==> src/rtl/timer_pkg.sv <==
// Shared types for the countdown timer controller: state encoding and widths.
package timer_pkg;

    localparam int STATE_W = 2;

    typedef enum logic [STATE_W-1:0] {
        IDLE  = 2'd0,
        RUN   = 2'd1,
        PAUSE = 2'd2,
        DONE  = 2'd3
    } state_t;

endpackage

==> src/rtl/timer_ctrl_if.sv <==
// Control/status bundle between the panel + digit counters and the controller.
interface timer_ctrl_if;
    import timer_pkg::*;

    logic               start;
    logic               stop;
    logic               load;
    logic               door_closed;
    logic               zero;
    logic               loadn;
    logic               enable;
    logic               cook_on;
    logic               beep;
    logic [STATE_W-1:0] state;

    // Environment side: buttons, door switch and the digit counters.
    modport master (
        output start, stop, load, door_closed, zero,
        input  loadn, enable, cook_on, beep, state
    );

    // Controller side.
    modport slave (
        input  start, stop, load, door_closed, zero,
        output loadn, enable, cook_on, beep, state
    );

endinterface

==> src/rtl/timer_ctrl_rise_detect.sv <==
// Rising-edge detector for a debounced button level. The stored level resets
// to 1 so a button held through reset release never looks like a fresh press.
module rise_detect (
    input  logic clock,
    input  logic clr,
    input  logic in,
    output logic rise
);

    logic in_q;

    // Remember last cycle's button level.
    always_ff @(posedge clock or posedge clr) begin
        if (clr) begin
            in_q <= 1'b1;
        end else begin
            in_q <= in;
        end
    end

    assign rise = in & ~in_q;

endmodule

==> src/rtl/timer_ctrl.sv <==
// Run/pause/done controller: 1 Hz prescaler, door interlock, load strobe,
// decrement strobe to the digit counters and the end-of-count beeper.
module timer_ctrl
    import timer_pkg::*;
#(
    parameter int TICKS_PER_SEC  = 50_000_000,
    parameter int DONE_BEEP_SECS = 3
) (
    input  logic         clock,
    input  logic         clr,
    timer_ctrl_if.slave  bus
);

    localparam int PRESC_W = $clog2(TICKS_PER_SEC);
    localparam int SEC_W   = $clog2(DONE_BEEP_SECS + 1);

    localparam logic [PRESC_W-1:0] PRESC_LAST = PRESC_W'(TICKS_PER_SEC - 1);
    localparam logic [SEC_W-1:0]   SEC_LAST   = SEC_W'(DONE_BEEP_SECS - 1);

    state_t               state_q;
    logic                 loadn_q;
    logic                 enable_q;
    logic                 cook_on_q;
    logic                 beep_q;
    logic [PRESC_W-1:0]   presc_q;
    logic [SEC_W-1:0]     sec_q;

    logic                 start_rise;
    logic                 stop_rise;
    logic                 load_rise;
    logic                 start_ok;
    logic                 presc_tc;

    rise_detect u_start_rise (
        .clock (clock),
        .clr   (clr),
        .in    (bus.start),
        .rise  (start_rise)
    );

    rise_detect u_stop_rise (
        .clock (clock),
        .clr   (clr),
        .in    (bus.stop),
        .rise  (stop_rise)
    );

    rise_detect u_load_rise (
        .clock (clock),
        .clr   (clr),
        .in    (bus.load),
        .rise  (load_rise)
    );

    // A start press only counts with the door shut and time left on the digits.
    assign start_ok = start_rise & bus.door_closed & ~bus.zero;
    assign presc_tc = (presc_q == PRESC_LAST);

    // Main FSM: state, prescaler, beep seconds and all registered outputs.
    // cook_on/beep are updated together with every state change so they
    // always decode the state register. In IDLE a load press wins over start.
    always_ff @(posedge clock or posedge clr) begin
        if (clr) begin
            state_q   <= IDLE;
            loadn_q   <= 1'b1;
            enable_q  <= 1'b0;
            cook_on_q <= 1'b0;
            beep_q    <= 1'b0;
            presc_q   <= '0;
            sec_q     <= '0;
        end else begin
            loadn_q  <= 1'b1;
            enable_q <= 1'b0;
            case (state_q)
                IDLE: begin
                    if (load_rise) begin
                        loadn_q <= 1'b0;
                    end else if (start_ok) begin
                        state_q   <= RUN;
                        cook_on_q <= 1'b1;
                        presc_q   <= '0;
                    end
                end
                RUN: begin
                    if (stop_rise || !bus.door_closed) begin
                        state_q   <= PAUSE;
                        cook_on_q <= 1'b0;
                    end else if (bus.zero) begin
                        state_q   <= DONE;
                        cook_on_q <= 1'b0;
                        beep_q    <= 1'b1;
                        presc_q   <= '0;
                        sec_q     <= '0;
                    end else begin
                        presc_q  <= presc_tc ? '0 : presc_q + 1'b1;
                        enable_q <= presc_tc;
                    end
                end
                PAUSE: begin
                    if (load_rise || stop_rise) begin
                        loadn_q <= ~load_rise;
                        state_q <= IDLE;
                    end else if (start_ok) begin
                        state_q   <= RUN;
                        cook_on_q <= 1'b1;
                    end
                end
                DONE: begin
                    if (load_rise || stop_rise || (presc_tc && sec_q == SEC_LAST)) begin
                        loadn_q <= ~load_rise;
                        state_q <= IDLE;
                        beep_q  <= 1'b0;
                        presc_q <= '0;
                        sec_q   <= '0;
                    end else if (presc_tc) begin
                        presc_q <= '0;
                        sec_q   <= sec_q + 1'b1;
                    end else begin
                        presc_q <= presc_q + 1'b1;
                    end
                end
                default: begin
                    state_q   <= IDLE;
                    cook_on_q <= 1'b0;
                    beep_q    <= 1'b0;
                end
            endcase
        end
    end

    assign bus.loadn   = loadn_q;
    assign bus.enable  = enable_q;
    assign bus.cook_on = cook_on_q;
    assign bus.beep    = beep_q;
    assign bus.state   = state_q;

endmodule

==> src/flat_wrapper.sv <==
// flat-port wrapper written by rule: the top's interface ports become plain ports
module timer_ctrl_flat import timer_pkg::*;
#(
    parameter int TICKS_PER_SEC  = 50_000_000,
    parameter int DONE_BEEP_SECS = 3
)
  (clock, clr, bus_start, bus_stop, bus_load, bus_door_closed, bus_zero, bus_loadn, bus_enable, bus_cook_on, bus_beep, bus_state);
  timer_ctrl_if bus_i ();
  input  logic clock;
  input  logic clr;
  input wire logic [$bits(bus_i.start)-1:0] bus_start;
  input wire logic [$bits(bus_i.stop)-1:0] bus_stop;
  input wire logic [$bits(bus_i.load)-1:0] bus_load;
  input wire logic [$bits(bus_i.door_closed)-1:0] bus_door_closed;
  input wire logic [$bits(bus_i.zero)-1:0] bus_zero;
  output wire logic [$bits(bus_i.loadn)-1:0] bus_loadn;
  output wire logic [$bits(bus_i.enable)-1:0] bus_enable;
  output wire logic [$bits(bus_i.cook_on)-1:0] bus_cook_on;
  output wire logic [$bits(bus_i.beep)-1:0] bus_beep;
  output wire logic [$bits(bus_i.state)-1:0] bus_state;
  assign bus_i.start = bus_start;
  assign bus_i.stop = bus_stop;
  assign bus_i.load = bus_load;
  assign bus_i.door_closed = bus_door_closed;
  assign bus_i.zero = bus_zero;
  assign bus_loadn = bus_i.loadn;
  assign bus_enable = bus_i.enable;
  assign bus_cook_on = bus_i.cook_on;
  assign bus_beep = bus_i.beep;
  assign bus_state = bus_i.state;
  timer_ctrl #(.TICKS_PER_SEC(TICKS_PER_SEC), .DONE_BEEP_SECS(DONE_BEEP_SECS)) u_core (.clock(clock), .clr(clr), .bus(bus_i));
endmodule
==> config.mk <==
export PLATFORM = sky130hd
export DESIGN_NAME = timer_ctrl_flat
export DESIGN_NICKNAME = d
export VERILOG_FILES = /design/src/rtl/timer_pkg.sv /design/src/rtl/timer_ctrl_if.sv /design/src/rtl/timer_ctrl_rise_detect.sv /design/src/rtl/timer_ctrl.sv /design/src/flat_wrapper.sv
export SDC_FILE = /design/constraint.sdc
export NUM_CORES = 1
export LEC_CHECK = 0
export CORE_MARGIN = 8
export CORE_UTILIZATION = 50
export DETAILED_ROUTE_END_ITERATION = 10
export HOLD_SLACK_MARGIN = 0.15
export PLACE_DENSITY = 0.69
export SYNTH_ARGS = -nofsm -noshare
export SYNTH_HDL_FRONTEND = slang
export SYNTH_SLANG_ARGS = --single-unit
==> constraint.sdc <==
create_clock -name clock -period 5.7 [get_ports clock]
set_input_delay 0.57 -clock clock [delete_from_list [all_inputs] [get_ports clock]]
set_output_delay 0.57 -clock clock [all_outputs]
set_load 0.005 [all_outputs]
# Yosys cells after proc, flatten, opt, wreduce, memory -nomap -nowiden
# Cells that the tools add are included.
# totals
regBits,37
wordCells,85
# classes
addsub,2
n_eq_ne,13
n_mux,36
bitwise_logic,10
reduce_logical,14
# ops
op,n
$mux 26,6
$pmux 26 s3,1
$add 26x1->26 const B,1
$eq 26x26->1 const B,1
$mux 2,10
$reduce_and 4->1,4
$mux 1,14
$ne 2x2->1 const B,4
$pmux 2 s4,1
$eq 2x2->1 const B,3
$pmux 1 s3,2
$reduce_bool 3->1,2
$and 1x1->1,5
$not 1->1,5
$ne 2x1->1 const B,2
$pmux 2 s2,1
$logic_or 1x1->1,3
$ne 3x1->1 const B,1
$ne 3x2->1 const B,1
$reduce_and 3->1,1
$add 2x1->2 const B,1
$eq 2x1->1 const B,1
$logic_not 2->1,1
$pmux 1 s2,1
3 further kinds,3

# Logic depth before layout (Yosys ltp)
# Gate-level depths: netlist (run 1).
# logic_depth
depth_word,7
depth_mapped,8
depth_no_buf,6

# Cells and area by module
# From an unflattened synthesis (run 1), not the netlist that was laid out.
# hier_totals
cells_unflattened,255
area_unflattened_um2,2329.7
# by_module_without_submodules
module,instances,cells_per_inst,area_per_inst_um2
timer_ctrl,1,246,2198.4
rise_detect,3,3,43.8

# Worst setup path before layout (run 1)
# No wires, ideal clock.
# synth_timing
path_kind,input to register
start,input port bus_zero
end,register u_core.presc_q[19]
arrival_time_ns,2.079
t_required_ns,5.617
slack_ns,3.539
path_stages,6
path_buffers,1
path_cell_list,nand4bb_1 -> or4_4 -> and2_1 -> buf_2 -> or4_1 -> o21ai_0
# synth_between
elab_chain_len,4
elab_cells_between_ends,7
cone_classes,eq/ne (1); mux (3); bitwise (2); reduce/logical (1)
# synth_rtl
element,line_no,source
from (decl),flat_wrapper.sv:15,input wire logic [$bits(bus_i.zero)-1:0] bus_zero;
$not 1->1,timer_ctrl.sv:56,assign start_ok = start_rise & bus.door_closed & ~bus.zero;
$and 1x1->1,timer_ctrl.sv:56,
$ne 2x1->1 (no line),n/a,
$reduce_and 4->1 (no line),n/a,
to (signal assigned),timer_ctrl.sv:95,presc_q <= presc_tc ? '0 : presc_q + 1'b1;
to (signal assigned),timer_ctrl.sv:119,presc_q <= presc_q + 1'b1;
to (decl),timer_ctrl.sv:25,logic [PRESC_W-1:0] presc_q;
# Several ways; a longest one is shown, not always the timed one. The select of a mux whose other input is x is not followed.
# A chain may end at the register's enable or synchronous reset.

# Worst setup path after layout (run 1)
# layout_timing
start,input port bus_stop
end,register u_core.presc_q[10]
# layout_between
elab_chain_len,5
elab_cells_between_ends,8
cone_classes,eq/ne (1); mux (2); bitwise (1); reduce/logical (4)
# layout_rtl
element,line_no,source
from (decl),flat_wrapper.sv:12,input wire logic [$bits(bus_i.stop)-1:0] bus_stop;
$and 1x1->1 *,timer_ctrl_rise_detect.sv:21,assign rise = in & ~in_q;
$logic_or 1x1->1 (2 in a row),timer_ctrl.sv:109,if (load_rise || stop_rise || (presc_tc && sec_q == SEC_LAST)) begin
$mux 26,timer_ctrl.sv:109,
$pmux 26 s3,timer_ctrl.sv:74,case (state_q)
# Mark *: on every way between the ends. The rest lies on a longest branch, timed or not.

==> impl_metrics.py, run 1 <==
metrics = {
    "run_status": {
        "outcome": "finished, final reports clean",
    },
    "logic_synthesis": {
        "synth_cell_type_count": 51,
        "synth-simple-area-share_pct": 28.64,
        "syn_area_um2": 2197,
        "synth_mux_area_share_pct": 1.481,
        "synth-compound-area-share_pct": 20.39,
        "synth-seq-cells": 37,
        "async_reset_ff_share_pct": 100.0,
        "synth-edff-count": 0,
        "synth_top_flop_cell": "dfrtp_1",
        "synth_top_family_by_area": "simple AND/OR/NAND/NOR gates",
        "yosysWarningCount": 0,
        "netlist_instances": 252,
        "seq_area_frac_synth_pct": 42.37,
        "synth_adder_area_share_pct": 1.708,
        "avgSynthCellArea_um2": 8.719,
        "syn-num-nets": 262,
        "synth_xor_area_share_pct": 0,
    },
    "drt": {
        "firstDrtPassIters": 4,
        "vias": 1971,
        "wl_um": 5093,
        "dr.first_iter.drc_count": 71,
        "via_per_inst": 6.218,
        "wire_per_inst_um": 16.07,
        "ant_nets": 0,
        "drc": 0,
    },
    "power_and_ir_drop": {
        "power.density_nw_per_um2": 227.3,
        "p_sw_uw": 141.1,
        "pwr-share-seq_pct": 53.4,
        "clkPwrFrac_pct": 34.1,
        "cellLeakagePower_uw": 0.0009629,
        "pwr-share-comb_pct": 12.5,
        "irDropWorstVdd_mv": 0.1081,
        "swShare_pct": 25.57,
        "internal-power_uw": 410.9,
    },
    "clock_network": {
        "cts_max_level": 2,
        "root_buffer": "clkbuf_8",
        "clk_pin_slew_ns": 0.07,
        "post_cts.repair.setup_buffers": 0,
        "cts_resized": 0,
        "cts_made_buffers": 5,
        "clk_latency_ns": 0.29,
        "cts_tree": "built",
        "cts_num_sinks": 37,
        "hold_buffers": 0,
        "clk_path_buf_depth": 2,
    },
    "global_routing": {
        "overflow": 0,
        "grt_pass1_wl_um": 8604,
        "grt_max_degree": 38,
        "gr-usage-all-layers_pct": 16.09,
        "grt_pass1_vias": 1841,
        "antenna_found_initial": 0,
    },
    "setup_path": {
        "end_kind": "register",
        "worstPathMaxFanout": 28,
        "critPathLaunchType": "input port",
        "worstReg2RegEnd": "u_core.presc_q[10]",
        "reg2reg_from": "u_core.u_stop_rise.in_q",
        "criticalPathCategory": "input port to register",
        "required_ns": 5.88,
        "rr_worst_depth": 5,
        "cp.arrival_ns": 3.05,
        "r2r_slack_ns": 3.16,
    },
    "finish": {
        "postLayoutCoreUtil_pct": 56.56,
        "layout_commonest_cell": "dfrtp_1",
        "fillers": 391,
        "register_area_um2": 930.9,
        "diodes": 0,
        "layout_common_cells": "dfrtp_1, nand2_1, o21ai_0",
        "drive_above_1_share_pct": 7.170,
        "nNetsFinal": 274,
        "multi_input_comb_area_um2": 1147,
        "final-instance-count-excl-fill": 317,
        "syn2layout_area_growth_pct": 10.54,
    },
    "timing": {
        "slew_headroom_pct": 36.52,
        "period_share_pct": 50.44,
        "finalMaxSlewViolations": 0,
        "setup_tns_ns": 0,
        "grt_setup_unrepaired": "no",
        "hold_ws_ns": 0.4966,
        "setup_viol": 0,
        "period_needed_ns": 2.875,
        "hold_violations": 0,
        "fmax_ghz": 0.3478,
        "tightest_slew_ns": 0.9435,
        "fin_skew_ns": 0.004879,
    },
    "placed_design": {
        "place_congestion": 0.8708,
        "port_buffers": 12,
        "dpl.cell_count": 309,
        "dpl.hpwl_um": 3542,
    },
    "die": {
        "dieHeight_um": 82.29,
        "pin_count": 13,
        "dieArea_um2": 6772,
        "die_w_um": 82.29,
        "start_util_pct": 51.17,
        "coreArea_um2": 4294,
        "rows": 24,
    },
    "hold_path": {
        "holdPathEnd": "u_core.bus.cook_on",
        "hp-class": "register to register",
        "whs_path_depth": 2,
        "hold_start": "u_core.bus.cook_on",
    },
    "run": {
        "cap_violations": 0,
    },
}
[area by class of cell]
type                            instances  area share (%)
Clock buffer                            8           3.709
Inverter                               18           2.782
Multi-Input combinational cell        189           47.24
Sequential cell                        37           38.33
Tap cell                               52           2.679
Timing Repair Buffer                   13           5.255
[flip-flops by register name, indices dropped and copies added, names as in the netlist]
signal                    flops
u_core.sec_q                  2
u_core.bus.beep               1
u_core.bus.enable             1
u_core.bus.loadn              1
u_core.u_load_rise.in_q       1
u_core.presc_q               26
u_core.bus.state              2
u_core.bus.cook_on            1
u_core.u_start_rise.in_q      1
u_core.u_stop_rise.in_q       1
[power by group through the flow]
stage	registers, uW	clock network (uW)	logic, uW
6_report	295	188	69.0
3_3_place_gp	299	0	68.4
5_1_grt	297	205	76.8
4_1_cts	294	196	70.0
2_1_floorplan	297	0	39.7
3_5_place_dp	299	0	69.9
[through the flow]
step	worst slack [ns]	area (um^2)	total power, uW
final	2.825	2429	552.0
after global routing	2.621	2429	578.2
after CTS	2.889	2429	560.7
after detailed placement	2.584	2338	369.3
after global placement	2.647	2338	367.9
after floorplan	3.539	2197	336.8
[Yosys cell counts, drive strengths merged, types with 3 or more instances]
cell | count | share of area (%)
dfrtp | 33 | 38
ha | 3 | 1.7
or4 | 9 | 3.4
o21ai | 23 | 5.8
buf | 5 | 1.8
a21o | 5 | 1.7
nand2 | 25 | 4.3
nor2b | 5 | 1.4
nand4 | 8 | 2.3
and3 | 3 | 0.85
nor4 | 7 | 2.0
or3 | 3 | 1.1
nand2b | 4 | 1.1
clkbuf | 3 | 0.51
a21oi | 14 | 3.2
dfstp | 4 | 4.8
inv | 18 | 3.1
nor2 | 18 | 3.1
a22o | 5 | 2.0
nand3 | 17 | 3.9
a31oi | 4 | 1.1
nor3 | 6 | 1.4
[critical path: stages]
cell and delay, ns:
clkdlybuf4s50_1 0.48, nand2b_1 0.20, a31oi_1 0.40, and2_1 0.82
nor2_1 0.30, a22o_1 0.28
[metal layers]
metal	up-vias	part of all wire, %	GRT usage, %
met3	4	6.1	3.680
met2	54	47	26.55
met5	-	0	0
met1	957	46	20.42
li1	956	-	-
met4	0	0.82	4.912
[cells by family after synthesis]
family,Yosys count
AO/OA/AOI/OAI,68
adder cells (fa/ha/maj),3
flip-flops,37
buffers and inverters,26
AND/OR/NAND/NOR,115
multiplexers,3
[worst max path at each step]
stage          startpoint            endpoint  slack [ns]  cells after the start
4_1_cts          bus_stop  u_core.presc_q[10]        2.89                      6
3_3_place_gp     bus_zero  u_core.presc_q[19]        2.65                      6
6_report         bus_stop  u_core.presc_q[10]        2.83                      6
3_5_place_dp     bus_stop  u_core.presc_q[10]        2.58                      6
2_1_floorplan    bus_zero  u_core.presc_q[19]        3.54                      6
5_1_grt          bus_stop  u_core.presc_q[10]        2.62                      6
Note: power is estimated with default switching activity, not from simulation.
==> run 2: changes to the inputs <==
Settings changed: PLACE_DENSITY 0.69 to 0.71.
Clock period 5.7 ns to 2.4 ns, I/O delays scaled along.
==> run 2 against run 1 <==
Routed wire length rose by 8.5%. Register-to-register slack got worse by 3.0 ns. Sequential share of layout area fell by 3.5 points. Final cell count grew 8.8%. Clock skew increased by 0.0014 ns. Sequential power up 140%. Combinational power increased to 2.8 times the previous value. Largest cell class unchanged.
==> impl_metrics.py, run 2 (same netlist as run 1, synthesis figures left out) <==
metrics = {
    "die": {
        "rows": 24,
        "dieArea_um2": 6772,
        "coreArea_um2": 4294,
        "dieHeight_um": 82.29,
        "start_util_pct": 51.17,
        "die_w_um": 82.29,
        "pin_count": 13,
    },
    "clock_network": {
        "cts_tree": "built",
        "clk_latency_ns": 0.30,
        "root_buffer": "clkbuf_8",
        "cts_made_buffers": 5,
        "clk_pin_slew_ns": 0.07,
        "cts_max_level": 2,
        "cts_num_sinks": 37,
        "post_cts.repair.setup_buffers": 0,
        "cts_resized": 0,
        "hold_buffers": 0,
        "clk_path_buf_depth": 2,
    },
    "timing": {
        "slew_headroom_pct": 68.13,
        "fmax_ghz": 0.4519,
        "hold_violations": 0,
        "grt_setup_unrepaired": "no",
        "finalMaxSlewViolations": 0,
        "fin_skew_ns": 0.006275,
        "period_share_pct": 92.20,
        "tightest_slew_ns": 0.4736,
        "setup_viol": 0,
        "period_needed_ns": 2.213,
    },
    "drt": {
        "vias": 2092,
        "ant_nets": 0,
        "wl_um": 5524,
        "via_per_inst": 6.064,
        "met2WireLength_um": 2661,
        "wl_met3_um": 338,
        "wl_met1_um": 2438,
        "drc": 0,
        "dr.first_iter.drc_count": 110,
        "highest_layer": "met4",
        "firstDrtPassIters": 4,
        "wire_per_inst_um": 16.01,
    },
    "finish": {
        "fin_area_um2": 2669,
        "largest_register": "u_core.presc_q",
        "fillers": 393,
        "layout_common_cells": "dfrtp_1, buf_4, nand2_1",
        "postLayoutCoreUtil_pct": 62.15,
        "syn2layout_area_growth_pct": 21.47,
        "nNetsFinal": 302,
        "drive_above_1_share_pct": 16.38,
        "diodes": 0,
        "layout_commonest_cell": "dfrtp_1",
        "largest_register_ffs": 26,
    },
    "power_and_ir_drop": {
        "internal-power_uw": 965.8,
        "pwr-share-comb_pct": 14.8,
        "swShare_pct": 26.58,
        "pwr-share-seq_pct": 53.1,
        "p_sw_uw": 349.7,
        "clkPwrFrac_pct": 32.1,
        "cellLeakagePower_uw": 0.001113,
        "irDropWorstVdd_mv": 0.2504,
        "power.density_nw_per_um2": 492.9,
    },
    "setup_path": {
        "cp_slowest_cell": "or4_4",
        "criticalPathCategory": "register to register",
        "end_kind": "register",
        "worstPathCellList": "or4_4 > or3_4 > o21a_1 > buf_12 > a21o_1 > a22o_1",
        "r2r_slack_ns": 0.19,
        "cp.arrival_ns": 2.40,
        "rr_worst_depth": 6,
        "worstPathMaxFanout": 11,
        "max_stage_delay_ns": 0.57,
        "critPathLaunchType": "register",
        "required_ns": 2.59,
    },
    "run_status": {
        "outcome": "finished, final reports clean",
    },
    "global_routing": {
        "grt_pass1_vias": 2016,
        "overflow": 0,
        "gr-usage-all-layers_pct": 17.43,
        "grt_max_degree": 38,
        "grt_pass1_wl_um": 9149,
        "antenna_found_initial": 0,
    },
    "placed_design": {
        "port_buffers": 12,
        "dpl.hpwl_um": 4051,
        "place_area_um2": 2586,
        "place_congestion": 0.8852,
    },
    "run": {
        "cap_violations": 0,
    },
    "hold_path": {
        "hp-class": "input port to async pin",
    },
}
## run 2: cell count changes in the layout (fill, tap and decap cells not counted)
cell / previous run / this run
clkinv_2: 0 / 2
clkbuf_8: 6 / 5
clkbuf_1: 2 / 1
buf_12: 0 / 3
buf_4: 1 / 26
## run 2: power by group through the flow
stage	Combinational, uW	Sequential [uW]	Clock [uW]
after floorplan	94.2	706	0
after global placement	194	709	0
after detailed placement	197	710	0
after CTS	198	698	434
after global routing	216	704	456
final	195	698	423
## run 2: path summary, 6_finish.rpt
kind / to / from
min in group clock: u_core.u_stop_rise.in_q / bus_stop
setup / recovery: u_core.presc_q[10] / u_core.presc_q[9]
hold reg to reg: u_core.bus.cook_on / u_core.bus.cook_on
hold / removal: u_core.presc_q[22] / clr
setup reg to reg: u_core.presc_q[10] / u_core.presc_q[9]
max in group asynchronous: u_core.u_start_rise.in_q / clr
## run 2: metal layers
| metal | global-route usage (%) | vias to the layer above |
|---|---|---|
| met3 | 3.788 | 6 |
| met4 | 7.544 | 0 |
| met1 | 20.90 | 1024 |
| met2 | 29.37 | 47 |
| li1 | - | 1015 |
| met5 | 0 | - |
## run 2: critical path, delay by kind of cell, from the launching register on
family / cells / cell delay (ns)
simple gates: 2 / 0.99
compound gates: 3 / 0.58
buf+inv: 1 / 0.15
flops: 1 / 0.38
## run 2: stage by stage
step | setup slack, ns | hold WS, ns | setup TNS [ns] | instances | power (uW)
2_1_floorplan | 0.2772 | 0.2445 | 0 | 252 | 799.8
3_3_place_gp | 0.03188 | 0.4642 | 0 | 337 | 902.2
3_5_place_dp | -0.01217 | 0.4717 | -0.02623 | 337 | 907.0
4_1_cts | 0.1858 | 0.3739 | 0 | 345 | 1330
5_1_grt | 0.02192 | 0.3801 | 0 | 345 | 1377
6_report | 0.1873 | 0.3523 | 0 | 345 | 1315
## run 2: final cells by class
| type | instances | area, um^2 | area share (%) |
|---|---|---|---|
| clock buffers | 6 | 72.57 | 2.719 |
| clock inverters | 2 | 10.01 | 0.3751 |
| repair buffers | 41 | 375.4 | 14.06 |
| multi-input cells | 189 | 1147 | 42.99 |
| inverters | 18 | 67.56 | 2.532 |
| flip-flops and latches | 37 | 930.9 | 34.88 |
| well taps | 52 | 65.06 | 2.438 |
